[src/rtl/beat32_pkg.sv]
// Shared beat-timing constants for beat32 and the other note/beat timing blocks.
// Latency: n/a (constants and an elaboration-time helper only).
// Backpressure: n/a.
package beat32_pkg;

   // Default tick period: short enough to observe in simulation.
   localparam int DEFAULT_PERIOD = 7;

   // Production timing: one beat is split into 32 subdivisions, so the
   // tick period is the system clock rate divided by 32.
   localparam int CLK_HZ         = 50_000_000;
   localparam int SUBDIV_PER_BEAT = 32;

   function automatic int period_from_clock(input int clk_hz, input int subdiv);
      return clk_hz / subdiv;
   endfunction

   localparam int PROD_PERIOD = period_from_clock(CLK_HZ, SUBDIV_PER_BEAT);

endpackage

[src/rtl/beat32_dff_r.sv]
// Parameter-width D flip-flop with synchronous active-high reset to zero.
// Latency: 1 cycle from d to q.
// Backpressure: none, loads every cycle.
// Ports: clock (rising edge), reset (sync, active-high), d (next value), q (registered value).
module dff_r #(
   parameter int W = 1
) (
   input  logic         clock,
   input  logic         reset,
   input  logic [W-1:0] d,
   output logic [W-1:0] q
);

   always_ff @(posedge clock) begin
      if (reset) q <= '0;
      else       q <= d;
   end

endmodule

[src/rtl/beat32.sv]
// Free-running tick generator: one-cycle pulse on count every PERIOD clocks.
// Latency: first pulse PERIOD rising edges after reset is released.
// Backpressure: none; count is a clock-enable, not a handshake.
// Ports: clock (rising edge), reset (sync, active-high, priority over counting),
//        count (registered tick, high one cycle per PERIOD cycles).
module beat32
   import beat32_pkg::*;
#(
   parameter int PERIOD = DEFAULT_PERIOD
) (
   input  logic clock,
   input  logic reset,
   output logic count
);

   // Derived width; guarded so an illegal PERIOD still reaches the check below.
   localparam int CW = (PERIOD < 2) ? 1 : $clog2(PERIOD);

   generate
      if (PERIOD < 2) begin : g_bad_period
         $error("beat32: PERIOD must be at least 2");
      end
   endgenerate

   logic [CW-1:0] cnt;
   logic [CW-1:0] cnt_nxt;
   logic          tick;
   logic          tick_nxt;
   logic          wrap;

   // Explicit terminal compare so non-power-of-two periods wrap correctly.
   assign wrap = (cnt == CW'(PERIOD - 1));

   always_comb begin
      cnt_nxt  = cnt + CW'(1);
      tick_nxt = 1'b0;
      if (wrap) begin
         cnt_nxt  = '0;
         tick_nxt = 1'b1;
      end
   end

   dff_r #(.W(CW)) u_cnt (
      .clock (clock),
      .reset (reset),
      .d     (cnt_nxt),
      .q     (cnt)
   );

   dff_r #(.W(1)) u_tick (
      .clock (clock),
      .reset (reset),
      .d     (tick_nxt),
      .q     (tick)
   );

   // Output comes straight from a register; no input reaches it combinationally.
   assign count = tick;

endmodule

[config.mk]
export PLATFORM = sky130hd
export DESIGN_NAME = beat32
export DESIGN_NICKNAME = d
export VERILOG_FILES = /design/src/rtl/beat32_pkg.sv /design/src/rtl/beat32_dff_r.sv /design/src/rtl/beat32.sv
export SDC_FILE = /design/constraint.sdc
export NUM_CORES = 1
export LEC_CHECK = 0
export BUFFER_PORTS_ARGS = -buffer_cell sky130_fd_sc_hd__buf_2
export CAP_MARGIN = 20
export CORE_AREA = 2 2 39 41
export DETAILED_ROUTE_END_ITERATION = 16
export DIE_AREA = 0 0 41 43
export PLACE_DENSITY = 0.33
export SLEW_MARGIN = 20
export SYNTH_ARGS = -nofsm -noshare
export SYNTH_HDL_FRONTEND = slang
export SYNTH_SLANG_ARGS = --single-unit
[constraint.sdc]
create_clock -name clock -period 3.6 [get_ports clock]
set_clock_uncertainty 0.15 [all_clocks]
set_input_delay 0.54 -clock clock [delete_from_list [all_inputs] [get_ports clock]]
set_output_delay 0.54 -clock clock [all_outputs]
set_load 0.02 [all_outputs]
== Word level (Yosys, flattened, before mapping) ==
Index checks and enable logic that the tools add are counted.
Cells by class
  add/sub/neg operators: 1
  equal/unequal tests: 1
  mux-type cells: 1
  reduce and logical (&&, ||, !) cells: 1
Operators with widths (number)
  $add A3 B1 Y3 const B: 1
  $eq A3 B3 Y1 const B: 1
  $reduce_or A2 Y1: 1
  $mux W1: 1
Storage, ports and cells
  flip-flop bits (word level): 4
  input port bits: 2
  output and inout bits: 1
  logic and storage cells: 6

== Logic depth before layout (Yosys ltp) ==
  depth in word-level cells: 2
  mapped depth: 4
  mapped depth without buffers: 4

== By module ==
Synthesis repeated with hierarchy kept, for this count alone.
Second synthesis, totals
  cell total of the unflattened synthesis: 16
  area total of the unflattened synthesis: 158.9 µm²
By module, submodules not included
  dff_r at u_cnt: times used 1, cells an instance 6, area each 78.8 µm², sequential area each 60.1 µm²
  beat32: times used 1, cells an instance 8, area each 46.3 µm², sequential area each 0.0 µm²
  dff_r at u_tick: times used 1, cells an instance 2, area each 33.8 µm², sequential area each 20.0 µm²

== Worst setup path before layout ==
No wires, ideal clock.
  path type: reg-to-reg
  start: register u_cnt.q[0]
  end: register u_cnt.q[2]
  library setup time: 0.070 ns
  arrival: 1.030 ns
  required time: 3.380 ns
  setup slack: 2.350 ns
  stages on the path, launching flop included: 5
  path buffers: 0
  period minus slack after synthesis: 1.250 ns
  cells stage by stage: dfxtp_1 > inv_1 > ha_1 > or3b_1 > a21oi_1
Between the ends
  word-level cells in the longest chain between the ends: 2
  elaborated cells on any way between the ends: 3
  those cells by class: 1 x add/sub; 1 x eq/ne; 1 x reduce/logical
Ends and longest elaborated chain
  from (decl): line beat32_dff_r.sv:11  | output logic [W-1:0] q
  from (signal assigned): line beat32_dff_r.sv:15  | if (reset) q <= '0;
  from (signal assigned): line beat32_dff_r.sv:16  | else q <= d;
  branches (longest 2 deep; another with $add A3 B1 Y3)
Parallel ways; which one is timed is not known.
A chain may end at the register's enable or synchronous reset.

== Final worst setup path ==
  start: register u_tick.q
  end: output count
RTL lines
  from (decl): line beat32_dff_r.sv:11
  from (signal assigned): line beat32_dff_r.sv:15
  from (signal assigned): line beat32_dff_r.sv:16
  to (decl): line beat32.sv:13  | output logic count
No word-level cell between the ends.

==> results.txt <==
- Register bit count reported by yosys: 4
* Pins Over Slew Limit: 0
- Layout overhead on the synthesized area: 34.7%
- Die boundary width: 41 um
- Worst-path fanout max: 1
- Ordered list of cells on the worst path: buf_2
* Sequential cell area: 80.1 sq um
- Async S/R FF share, synth: 0
- Top Ports: 3
- The worst path needs 1.37 ns of the cycle, external delays included.
* Ratio of routed vias to standard cells: 3.19
- After clock tree synthesis, the setup repair step added 0 buffers.
- Counting the buffers created by CTS gives 3.
* Cells after synthesis: 15
* Cell family with most CP delay: flip-flops
- Counting every sink on the clock net gives 4.
- Antenna Diode Count: 0
- Post-synthesis sequential area ratio: 0.529
- Total global routing track utilization: 0.0513
- Final worst-path cycle share: 0.381
* Aggregate negative setup slack: 0 ns
- Drc violations: 0
- Row generation in the floorplan step produced 14 rows.
- Clock latency on the worst-skew pair: 0.24 ns
- Hold Buf Count CTS: 0
- Register clock-pin slew on the reported worst setup and hold paths: 0.04 ns
* Wire length reported by the detailed router: 239 um
* Number of max-cap violations: 0
- Capturing element type of the critical path: primary output
- Initial Util: 0.109
- Synthesis instantiated 9 different standard cells from the library.
* Average detailed-routed wire length per instance: 6.64 um
- Count of buffering cells on the critical path with inverters included: 1
- Entering global routing, the biggest net connects 5 pins.
- Hold Vio Cnt, Final: 0
- The area fraction in compound gates after synthesis came to 0.0826.
- Post-synthesis net count: 19
* Final total power: 0.112 mW
- The worst pin sits at a relative slew slack of 0.925.
- Maximum clock path buffer count: 2
- Worst-case setup margin in the final layout: 2.23 ns
- Yosys printed 0 warnings.
- The net count of the finished layout is 26.
- TritonCTS clock tree: done
- Max Clock Freq: 729 MHz
- Final setup violating endpoints: 0
* GR Overflow Total: 0
- CP required: 2.91 ns
- Count leader, synth: dfxtp_1
* Post-synthesis instance area: 151 sq um
- Number of vias in the routed layout: 115
* Area share of the largest cell type after synthesis: 0.529
- Synthesized-area fraction occupied by adder cells: 0.165
* XOR/XNOR Fraction of Synth Area: 0
* Port bufs: 2
- The critical path in this run is classified as reg -> out.
* Launching element type of the critical path: flip-flop
- Routability cong.: 0.596
* Mean instance size in the synthesized netlist: 10.1 sq um
- DRT antenna net count: 0
- Sorting the synthesized cells by how often they occur yields dfxtp_1, nor2_1, ha_1.
- Post-synth top area cell: dfxtp_1
* Run status: complete, no violations
- Count of TritonRoute iterations in the first routing pass: 2
- Synthesized-area fraction occupied by and/or/nand/nor cells: 0.198
- In this run the power density over the cells is 547 nW/um^2.
- Measured against the total synthesized area, the mux share comes to 0.
* Total area of multi-input combinational cells: 67.6 sq um
- Starting DRT DRC Count: 6
* Least-Margin Pin Slew: 0.112 ns
- Main combinational cell family by area after synthesis: simple AND/OR/NAND/NOR gates
* Dominant synthesized flop cell: dfxtp_1
- Global-route wire length before repair: 469 um
* Fraction of final layout cells sized beyond drive strength 1: 0.250
- The slowest stage of the critical path belongs to the cell dfxtp_1.
- Pre-CTS setup slack: 2.28 ns
- Worst hold-check path type: reg -> reg
- Fill cell count: 148
- In this run, post-CTS repair resized a total of 0 instances.
* Full die area: 1760 sq um
- Max stage delay on crit path: 0.29 ns
- CTS built an H-tree with a depth of 1.
- EDFF count, synth: 0
* Arrival time at the worst endpoint: 0.68 ns
- The tree is rooted in a clkbuf_4.
- Setup repair after global routing missed its margin: false
- Die extent in y: 43 um
- Number of antenna violations at the first check in global routing: 0
* Top cells by area in the synthesized netlist: dfxtp_1, ha_1, nor2_1
- The number of global-route vias before repair is 126.
* Worst ir drop on vdd: 0.282 mV
- Area of the core: 1380 sq um
- The analysis attributes to cell leakage a power of 0.0945 nW.
per-stage QoR:
stage / hold slack, ns / cell area, sq um / instances / util
after CTS: 0.305 / 204 / 36 / 0.147
after detailed placement: 0.301 / 181 / 33 / 0.131
after global placement: 0.279 / 181 / 33 / 0.131
after global routing: 0.320 / 204 / 36 / 0.147
final: 0.303 / 204 / 36 / 0.147
after floorplan: 0.267 / 151 / 15 / -
cell families after synthesis:
group                    Yosys count
AND/OR/NAND/NOR                    6
buffers and inverters              1
flip-flops                         4
AO/OA/AOI/OAI                      2
adder cells (fa/ha/maj)            2
final cells by class:
cell class,count,area share
Sequential cell,4,0.393
Tap cell,16,0.0982
Timing Repair Buffer,2,0.0491
Inverter,1,0.0184
Clock buffer,3,0.110
Multi-Input combinational cell,10,0.331
report_power, final:
| part | internal [mW] | total (mW) | leakage [nW] | switching [mW] |
|---|---|---|---|---|
| Clock | 0.0372 | 0.0547 | 0.0138 | 0.0175 |
| Combinational | 0.00363 | 0.00710 | 0.0478 | 0.00347 |
| Sequential | 0.0476 | 0.0498 | 0.0329 | 0.00215 |
| Total | 0.0885 | 0.112 | 0.0945 | 0.0231 |
layout by cell type, fill, tap and decap left out, drive strengths merged:
cell type	count
nor2	3
or3b	1
inv	1
a21oi	1
ha	2
nand2b	1
nand2	1
dfxtp	4
a21o	1
buf	2
clkbuf	3
worst paths after layout:
check | startpoint | to | cells after the start | slack (ns)
worst max-delay path | u_tick.q | count | 1 | 2.23
worst min-delay path | u_cnt.q[0] | u_cnt.q[0] | 1 | 0.30
worst max register to register | u_cnt.q[0] | u_cnt.q[2] | 4 | 2.27
worst min register to register | u_cnt.q[0] | u_cnt.q[0] | 1 | 0.30
sequential cells by signal, indices dropped and copies added, names as in the netlist:
register  count
u_tick.q      1
u_cnt.q       3
metal layers:
metal | vias to the layer above | part of all wire | global-route usage
li1 | 58 | - | -
met1 | 51 | 0.46 | 0.0387
met2 | 6 | 0.33 | 0.0469
met3 | 0 | 0.21 | 0.0942
met4 | 0 | 0 | 0.0400
met5 | - | 0 | 0
Note: power is estimated with default switching activity, not from simulation.
